--- config.mk ---
export PLATFORM = sky130hd
export DESIGN_NAME = ctrl_pipe_chain_flat
export DESIGN_NICKNAME = d
export VERILOG_FILES = /design/src/rtl/ctrl_pipe_chain_pkg.sv /design/src/rtl/ctrl_pipe_chain_if.sv /design/src/rtl/ctrl_pipe_slot.sv /design/src/rtl/ctrl_pipe_chain.sv /design/src/flat_wrapper.sv
export SDC_FILE = /design/constraint.sdc
export NUM_CORES = 1
export LEC_CHECK = 0
export CAP_MARGIN = 20
export CORE_MARGIN = 2
export CORE_UTILIZATION = 44
export DETAILED_ROUTE_END_ITERATION = 10
export PLACE_DENSITY = 0.77
export SYNTH_ARGS = -nofsm -noshare
export SYNTH_HDL_FRONTEND = slang
export SYNTH_SLANG_ARGS = --single-unit
export TNS_END_PERCENT = 50
--- constraint.sdc ---
create_clock -name clk -period 4.4 [get_ports clk]
set_clock_uncertainty 0.05 [all_clocks]
set_input_delay 0.88 -clock clk [delete_from_list [all_inputs] [get_ports clk]]
set_output_delay 0.88 -clock clk [all_outputs]
set_load 0.1 [all_outputs]
--- src/rtl/ctrl_pipe_chain_pkg.sv ---
// rtl/ctrl_pipe_chain_pkg.sv - shared control-word layout and sizing helpers for the control pipe chain
// Contents:
//   CTRL_W                 default control-word width
//   REGWRITE_BIT etc.      field positions inside a control word
//   RESULTSRC_*            result-source encodings
//   ctrlWord_t             packed view of the default control word
//   occWidth()             width needed to count 0..depth valid slots
package ctrl_pipe_chain_pkg;

    localparam int CTRL_W        = 4;

    localparam int REGWRITE_BIT  = 3;
    localparam int MEMWRITE_BIT  = 2;
    localparam int RESULTSRC_LSB = 0;
    localparam int RESULTSRC_W   = 2;

    localparam logic [RESULTSRC_W-1:0] RESULTSRC_ALU = 2'b00;
    localparam logic [RESULTSRC_W-1:0] RESULTSRC_MEM = 2'b01;
    localparam logic [RESULTSRC_W-1:0] RESULTSRC_PC4 = 2'b10;
    localparam logic [RESULTSRC_W-1:0] RESULTSRC_IMM = 2'b11;

    typedef struct packed {
        logic                   regWrite;
        logic                   memWrite;
        logic [RESULTSRC_W-1:0] resultSrc;
    } ctrlWord_t;

    function automatic int occWidth(input int depth);
        return $clog2(depth + 1);
    endfunction

endpackage

--- src/rtl/ctrl_pipe_chain_if.sv ---
// rtl/ctrl_pipe_chain_if.sv - input/output handshake bundle of the control pipe chain
// Signals:
//   in_valid/in_data/in_ready     producer side (decode) into slot 0
//   out_valid/out_data/out_ready  consumer side (writeback) from the last slot
// Modports:
//   master  drives words in and accepts words out (producer/consumer side)
//   slave   the pipe itself
interface ctrl_pipe_chain_if
    import ctrl_pipe_chain_pkg::*;
#(
    parameter int WIDTH = CTRL_W
);
    logic             in_valid;
    logic [WIDTH-1:0] in_data;
    logic             in_ready;
    logic             out_valid;
    logic [WIDTH-1:0] out_data;
    logic             out_ready;

    modport master (
        output in_valid, in_data, out_ready,
        input  in_ready, out_valid, out_data
    );

    modport slave (
        input  in_valid, in_data, out_ready,
        output in_ready, out_valid, out_data
    );
endinterface

--- src/rtl/ctrl_pipe_slot.sv ---
// rtl/ctrl_pipe_slot.sv - one valid+data control-word register with reset > flush > take > hold priority
// Ports:
//   clk, reset          clock, synchronous active-high reset
//   take                load from upstream this cycle
//   flush               become a bubble next cycle (beats take)
//   upValid, upData     upstream word
//   valid, data         registered slot content (data is zero whenever valid is zero)
//   nxtValid            next-state valid bit, exported so the parent can count occupancy
module ctrl_pipe_slot
    import ctrl_pipe_chain_pkg::*;
#(
    parameter int WIDTH = CTRL_W
) (
    input  logic             clk,
    input  logic             reset,
    input  logic             take,
    input  logic             flush,
    input  logic             upValid,
    input  logic [WIDTH-1:0] upData,
    output logic             valid,
    output logic [WIDTH-1:0] data,
    output logic             nxtValid
);
    logic [WIDTH-1:0] nxtData;

    always_comb begin
        nxtValid = valid;
        nxtData  = data;
        if (flush) begin
            nxtValid = 1'b0;
            nxtData  = '0;
        end else if (take) begin
            nxtValid = upValid;
            // Bubbles are stored as zero so downstream users never see stale fields.
            nxtData  = upValid ? upData : '0;
        end
    end

    always_ff @(posedge clk) begin
        if (reset) begin
            valid <= 1'b0;
            data  <= '0;
        end else begin
            valid <= nxtValid;
            data  <= nxtData;
        end
    end
endmodule

--- src/rtl/ctrl_pipe_chain.sv ---
// rtl/ctrl_pipe_chain.sv - DEPTH-deep control-word pipe with back-pressure, per-slot flush and optional bubble collapsing
// Ports:
//   clk, reset     clock, synchronous active-high reset
//   bus            slave handshake bundle (in_* into slot 0, out_* from slot DEPTH-1)
//   flush          per-slot bubble insert
//   stage_valid    registered valid bit of every slot
//   occupancy      registered count of valid slots
//   kill_count     saturating count of valid words discarded by flush
module ctrl_pipe_chain
    import ctrl_pipe_chain_pkg::*;
#(
    parameter int WIDTH    = CTRL_W,
    parameter int DEPTH    = 2,
    parameter int COLLAPSE = 0,
    parameter int CNT_W    = 16
) (
    input  logic                           clk,
    input  logic                           reset,
    ctrl_pipe_chain_if.slave               bus,
    input  logic [DEPTH-1:0]               flush,
    output logic [DEPTH-1:0]               stage_valid,
    output logic [$clog2(DEPTH+1)-1:0]     occupancy,
    output logic [CNT_W-1:0]               kill_count
);
    localparam int OCC_W = occWidth(DEPTH);
    localparam int KW    = $clog2(DEPTH + 2);
    localparam int SUM_W = ((CNT_W > KW) ? CNT_W : KW) + 1;
    localparam logic [CNT_W-1:0] KILL_MAX = '1;

    logic [DEPTH-1:0] valid;
    logic [DEPTH-1:0] nxtValid;
    logic [DEPTH-1:0] take;
    logic [DEPTH-1:0] go;
    logic [WIDTH-1:0] slotData [DEPTH];

    // take/go chain, resolved from the output side backwards so a stalled
    // consumer propagates towards the input within the same cycle.
    always_comb begin
        take = '0;
        go   = '0;
        go[DEPTH-1] = valid[DEPTH-1] & bus.out_ready;
        if (COLLAPSE == 0) begin
            take = {DEPTH{bus.out_ready | ~valid[DEPTH-1]}};
            for (int i = 0; i < DEPTH - 1; i++) begin
                go[i] = take[i+1] & valid[i];
            end
        end else begin
            for (int i = DEPTH - 1; i >= 0; i--) begin
                take[i] = ~valid[i] | go[i];
                if (i > 0) begin
                    go[i-1] = take[i] & valid[i-1];
                end
            end
        end
    end

    assign bus.in_ready = take[0];

    for (genvar g = 0; g < DEPTH; g++) begin : gSlot
        logic             upValid;
        logic [WIDTH-1:0] upData;

        if (g == 0) begin : gHead
            assign upValid = bus.in_valid;
            assign upData  = bus.in_data;
        end else begin : gBody
            assign upValid = valid[g-1];
            assign upData  = slotData[g-1];
        end

        ctrl_pipe_slot #(
            .WIDTH (WIDTH)
        ) uSlot (
            .clk      (clk),
            .reset    (reset),
            .take     (take[g]),
            .flush    (flush[g]),
            .upValid  (upValid),
            .upData   (upData),
            .valid    (valid[g]),
            .data     (slotData[g]),
            .nxtValid (nxtValid[g])
        );
    end

    assign bus.out_valid = valid[DEPTH-1];
    assign bus.out_data  = slotData[DEPTH-1];
    assign stage_valid   = valid;

    logic [OCC_W-1:0] occNext;
    logic [KW-1:0]    killed;
    logic [SUM_W-1:0] killSum;

    // A word only counts as killed if flush removes it before it could leave;
    // a word leaving through go[i] while its slot is flushed is delivered.
    always_comb begin
        occNext = '0;
        killed  = '0;
        for (int i = 0; i < DEPTH; i++) begin
            occNext = occNext + OCC_W'(nxtValid[i]);
            killed  = killed + KW'(valid[i] & flush[i] & ~go[i]);
        end
        killed  = killed + KW'(bus.in_valid & take[0] & flush[0]);
        killSum = SUM_W'(kill_count) + SUM_W'(killed);
    end

    always_ff @(posedge clk) begin
        if (reset) begin
            occupancy  <= '0;
            kill_count <= '0;
        end else begin
            occupancy  <= occNext;
            kill_count <= (killSum > SUM_W'(KILL_MAX)) ? KILL_MAX : killSum[CNT_W-1:0];
        end
    end
endmodule

--- src/flat_wrapper.sv ---
// flat-port wrapper written by rule: the top's interface ports become plain ports
module ctrl_pipe_chain_flat import ctrl_pipe_chain_pkg::*;
#(
    parameter int WIDTH    = CTRL_W,
    parameter int DEPTH    = 2,
    parameter int COLLAPSE = 0,
    parameter int CNT_W    = 16
)
  (clk, reset, flush, stage_valid, occupancy, kill_count, bus_in_valid, bus_in_data, bus_out_ready, bus_in_ready, bus_out_valid, bus_out_data);
  ctrl_pipe_chain_if #(.WIDTH(WIDTH)) bus_i ();
  input  logic clk;
  input  logic reset;
  input  logic [DEPTH-1:0] flush;
  output logic [DEPTH-1:0] stage_valid;
  output logic [$clog2(DEPTH+1)-1:0] occupancy;
  output logic [CNT_W-1:0] kill_count;
  input wire logic [$bits(bus_i.in_valid)-1:0] bus_in_valid;
  input wire logic [$bits(bus_i.in_data)-1:0] bus_in_data;
  input wire logic [$bits(bus_i.out_ready)-1:0] bus_out_ready;
  output wire logic [$bits(bus_i.in_ready)-1:0] bus_in_ready;
  output wire logic [$bits(bus_i.out_valid)-1:0] bus_out_valid;
  output wire logic [$bits(bus_i.out_data)-1:0] bus_out_data;
  assign bus_i.in_valid = bus_in_valid;
  assign bus_i.in_data = bus_in_data;
  assign bus_i.out_ready = bus_out_ready;
  assign bus_in_ready = bus_i.in_ready;
  assign bus_out_valid = bus_i.out_valid;
  assign bus_out_data = bus_i.out_data;
  ctrl_pipe_chain #(.WIDTH(WIDTH), .DEPTH(DEPTH), .COLLAPSE(COLLAPSE), .CNT_W(CNT_W)) u_core (.clk(clk), .reset(reset), .bus(bus_i), .flush(flush), .stage_valid(stage_valid), .occupancy(occupancy), .kill_count(kill_count));
endmodule
Word-level counts from Yosys, hierarchy flattened:

Cells that the tools add are included.
W data, S select, Z words.

* word-level logic and storage cells: 32
* output and inout port bits: 26
* register bits: 28

* magnitude comparators: 1
* multiplexer cells: 7
* bitwise logic cells: 12
* reduce and logical (&&, ||, !) cells: 2
* $add $sub $neg: 4

Operators by type and width (count)
* $add A16 B2 Y17: 1
* $gt A17 B16 Y1 const B: 1
* $mux W16: 1
* $mux W4: 2
* $and A1 B1 Y1: 5
* $add A2 B2 Y2: 2
* $and A2 B2 Y2: 2
* $mux W1: 4
* $not A1 Y2: 2
* $reduce_or A2 Y1: 2
* $add A1 B1 Y2: 1
* $and A2 B1 Y2: 1
* $not A1 Y1: 1
* $or A1 B1 Y1: 1

Longest topological paths before layout:

* depth after elaboration: 10
* depth in mapped cells: 13
* mapped depth without buffers: 11

By module:

From an unflattened synthesis, not the netlist that was laid out.

* cell total of the unflattened synthesis: 144
* area total of the unflattened synthesis: 1366.3 um^2

By module, submodules not included
* ctrl_pipe_chain: cells each 100, seq. area each 360.3 um^2, instances 1, area an instance 960.9 um^2
* ctrl_pipe_slot: cells each 22, seq. area each 100.1 um^2, instances 2, area an instance 202.7 um^2

Worst setup path before layout:

Ideal clock, no wire load.

* path kind: register to register
* from: reg u_core.gSlot[1].uSlot.valid
* to: reg u_core.kill_count[13]
* slack: -0.092 ns
* buffers on the path: 2
* arrival time: 4.363 ns
* clock period less this slack: 4.492 ns
* stages on the path, launching flop included: 14
* cell sequence: dfxtp_1 nor2b_1 inv_1 clkbuf_1 and3_1 fa_1 ha_1 inv_1 fa_1 and4b_1 buf_4 and4_4 and4b_1 a211oi_2

* longest elaborated chain between the ends: 10
* elaborated cells between the ends (all ways): 16
* classes of those cells: 3 x add/sub; 1 x order compare; 1 x mux; 11 x bitwise

Ends and longest elaborated chain
* start, declared: RTL line ctrl_pipe_slot.sv:20 `output logic valid,`
* start signal, assigned: RTL line ctrl_pipe_slot.sv:44 `valid <= nxtValid;`
* $not A1 Y1 *: RTL line ctrl_pipe_chain.sv:43 `take = {DEPTH{bus.out_ready | ~valid[DEPTH-1]}};`
* $or A1 B1 Y1 *: RTL line ctrl_pipe_chain.sv:43
* net bus_in_ready: RTL line flat_wrapper.sv:20 `output wire logic [$bits(bus_i.in_ready)-1:0] bus_in_ready;`
* $and A1 B1 Y1: RTL line ctrl_pipe_chain.sv:45 `go[i] = take[i+1] & valid[i];`
* $not A1 Y2: RTL line ctrl_pipe_chain.sv:101 `killed = killed + KW'(valid[i] & flush[i] & ~go[i]);`
* $and A2 B2 Y2: RTL line ctrl_pipe_chain.sv:101
* $add A2 B2 Y2: RTL line ctrl_pipe_chain.sv:101
* $add A2 B2 Y2 *: RTL line ctrl_pipe_chain.sv:103 `killed = killed + KW'(bus.in_valid & take[0] & flush[0]);`
* $add A16 B2 Y17 *: RTL line ctrl_pipe_chain.sv:104 `killSum = SUM_W'(kill_count) + SUM_W'(killed);`
* $gt A17 B16 Y1: RTL line ctrl_pipe_chain.sv:113 `kill_count <= (killSum > SUM_W'(KILL_MAX)) ? KILL_MAX : killSum[CNT_W-1:0];`
* $mux W16 *: RTL line ctrl_pipe_chain.sv:113
* end signal, assigned: RTL line ctrl_pipe_chain.sv:113
* end, declared: RTL line ctrl_pipe_chain.sv:23 `output logic [CNT_W-1:0] kill_count`

Mark *: on every way through the listed nets, which the timed path passes. The rest lies on a longest branch.
A chain may end at the register's enable or synchronous reset.

Worst setup path after layout:

* from: in bus_out_ready
* to: reg u_core.kill_count[13]

* longest elaborated chain between the ends: 9
* elaborated cells between the ends (all ways): 14
* classes of those cells: 3 x add/sub; 1 x order compare; 1 x mux; 9 x bitwise

Ends and longest elaborated chain
* start, declared: RTL line flat_wrapper.sv:19 `input wire logic [$bits(bus_i.out_ready)-1:0] bus_out_ready;`
* $or A1 B1 Y1: RTL line ctrl_pipe_chain.sv:43
* $and A1 B1 Y1: RTL line ctrl_pipe_chain.sv:45
* $not A1 Y2: RTL line ctrl_pipe_chain.sv:101
* $and A2 B2 Y2: RTL line ctrl_pipe_chain.sv:101
* $add A2 B2 Y2: RTL line ctrl_pipe_chain.sv:101
* $add A2 B2 Y2 *: RTL line ctrl_pipe_chain.sv:103
* $add A16 B2 Y17 *: RTL line ctrl_pipe_chain.sv:104
* $gt A17 B16 Y1: RTL line ctrl_pipe_chain.sv:113
* $mux W16 *: RTL line ctrl_pipe_chain.sv:113

Mark *: on every way between the ends. The rest lies on a longest branch, timed or not.

==> reports/summary.txt <==
nets@finish: 201
Max Clk Rate: 275 MHz
cts bufs inserted: 3
gr usage total: 0.178
CTS H-tree lvls: 1
drt pass-1 iters: 7
Worst Tran Pin Value: 0.979 ns
chip width: 58.7 µm
met2 wire len: 1.31 mm
post-synthesis compound-gate area fraction: 0.115
die area: 3440 µm²
number of synthesized flops with an enable pin: 0
Syn Area/Cell: 8.77 µm²
clock root cell: clkbuf_4
initial core utilization: 0.469
core footprint: 2810 µm²
Synth-to-Final Area Change: 32.4%
failing checks: DRC
I/O Buffers: 35
Main synth FF type: dfxtp_1
first-pass GRT wire length: 4.75 mm
WS Path Type: in -> reg
Reg clk slew, reported paths: 0.15 ns
synth top area cells: dfxtp_1, a21oi_1, nand3_1
Initial DRC Count: 35
GRT overflow: 0
post-CTS setup buffers: 0
ANT cells: 0
Sink Count: 28
asr flop ratio synth: 0
Simple-Gate Fraction of Synth Area: 0.265
area of the multi-input gates: 687 µm²
die extent in y: 58.7 µm
RePlAce Congestion: 0.803
CTS Buffer Depth: 2
CP Launch Type: input pin
Pins Over Slew Limit: 0
FILL cells: 256
antenna-violating nets left: 0
number of global-route vias before repair: 1069
post-synthesis sequential area ratio: 0.426
most common cell in the netlist: dfxtp_1
static leakage: 0.630 nW
Post-Route WL: 2.90 mm
CTS tree: built
initial antenna violation count: 0
fraction of layout cells with a size suffix above 1: 0.0865
sequential cell area: 562 µm²
Yosys top cell area share: 0.426
routed wl met3: 143 µm
post-synthesis adder-cell area fraction: 0.0590
status: finished with violations
largest net degree at the start of global routing: 21
Finished Layout Cells: 216
post-DP HPWL: 2.11 mm
highest routed metal layer: met4
RSZ-0062 raised after global routing: false
Yosys cell types: 30
Max-slew headroom: 0.345
Place WS: 0.410 ns
post-route setup TNS: 0 ns
synth warn: 0
CP Capture Type: register
RR Startpoint: u_core.gSlot[1].uSlot.valid
xor and xnor area share after synthesis: 0.0599
Synth top cells by count: dfxtp_1, a21oi_1, nand2_1
via count: 1164
Final Hold Vio Count: 0
mux contribution to synthesized area: 0.0228
Min-Delay Path Class: reg -> reg
number of I/O pins: 36
number of gates resized after CTS: 0
launch point of the worst path: bus_out_ready
drt wl/cell: 13.4 µm
DP Cell Count: 212
fin crit share: 0.826
Synth Register Bits: 28
CP arrival: 3.85 ns
largest family of logic cells by synthesized area: simple AND/OR/NAND/NOR gates
post-DR vias/cell: 5.39
minimum clock period after layout: 3.64 ns
hold_sp: u_core.gSlot[0].uSlot.data[0]
Net Count, Synth: 165
Max VDD drop: 0.124 mV
Rows: 19
Worst Slack Setup Final: 0.765 ns
Setup-failing EPs final: 0
metal1 wirelength: 1.40 mm
hold_buf cts: 0
crit path max fanout: 4
DRC: 2
post-synth top area cell: dfxtp_1
worst-skew pair later-pin latency: 0.34 ns
Max Cap Violations: 0
synthesized cell area: 1320 µm²
CP required: 4.62 ns
Cells after Synth: 150
Power Dens Cells: 277 nW/µm²
-- cells by family (layout without fill, tap and decap cells) --
kind of cell / Yosys count / count (layout)
AND/OR/NAND/NOR: 63 / 63
adder cells (fa/ha/maj): 5 / 5
multiplexers: 3 / 3
AO/OA/AOI/OAI: 27 / 27
XOR/XNOR: 9 / 9
flip-flops: 28 / 28
buffers and inverters: 15 / 50
-- worst paths after layout --
path                              endpoint  slack (ns)  cells past startpoint
min reg2reg  u_core.gSlot[0].uSlot.data[0]        0.42                      2
max                  u_core.kill_count[13]        0.76                     12
max reg2reg          u_core.kill_count[13]        1.33                     11
min          u_core.gSlot[0].uSlot.data[0]        0.42                      2
-- layout by cell type (no fill, tap or decap), drive strengths merged --
| cell type | n |
|---|---|
| inv | 8 |
| and4b | 2 |
| buf | 4 |
| dfxtp | 28 |
| fa | 2 |
| a21oi | 20 |
| nand3 | 12 |
| clkdlybuf4s50 | 34 |
| a221oi | 1 |
| nor3 | 3 |
| and2 | 2 |
| o21ai | 3 |
| nor2b | 3 |
| mux2i | 3 |
| and4 | 2 |
| and3 | 4 |
| nand2 | 14 |
| or2 | 2 |
| nor4 | 2 |
| nor2 | 12 |
| xnor2 | 6 |
| clkbuf | 3 |
| nand4 | 5 |
| ha | 3 |
| bufinv | 1 |
| a211oi | 3 |
| xor2 | 3 |
-- worst max-delay path, stage by stage --
cell and delay [ns]:
clkdlybuf4s50_1 0.40, nor2b_1 0.23, inv_1 0.09, and3_1 0.20, fa_1 0.50, ha_1 0.17
inv_1 0.05, fa_1 0.40, and4b_1 0.30, and4_4 0.25, and4b_1 0.20, a211oi_2 0.18
-- power breakdown --
part	internal, mW	total, mW	switching, mW	leakage [nW]
clock network	0.0923	0.172	0.0792	0.0279
logic	0.0168	0.0499	0.0331	0.375
registers	0.257	0.260	0.00273	0.227
total	0.366	0.482	0.115	0.630
-- metal layers --
metal,global-route usage,vias up
met5,0,-
met4,0.0649,0
met3,0.0330,5
met2,0.268,36
met1,0.255,535
li1,-,588
-- sequential cells by signal, summed over array words and instances (netlist names) --
name / cells
u_core.kill_count: 16
u_core.gSlot.uSlot.data: 8
u_core.occupancy: 2
u_core.gSlot.uSlot.valid: 2
-- per-stage QoR --
| step | cell area (µm²) | hold WS (ns) | power, mW | utilization |
|---|---|---|---|---|
| 2_1_floorplan | 1320 | 0.381 | 0.298 | - |
| 3_3_place_gp | 1690 | 0.392 | 0.315 | 0.602 |
| 3_5_place_dp | 1690 | 0.396 | 0.315 | 0.602 |
| 4_1_cts | 1740 | 0.416 | 0.487 | 0.620 |
| 5_1_grt | 1740 | 0.433 | 0.497 | 0.620 |
| 6_report | 1740 | 0.416 | 0.482 | 0.620 |
-- layout make-up --
class,count,area share
sequential,28,0.323
tap,31,0.0223
timing repair buffer,38,0.213
clock buffer,3,0.0129
multi-input combinational,107,0.395
clock inverter,1,0.0173
inverter,8,0.0173
(Power assumes the default switching activity.)
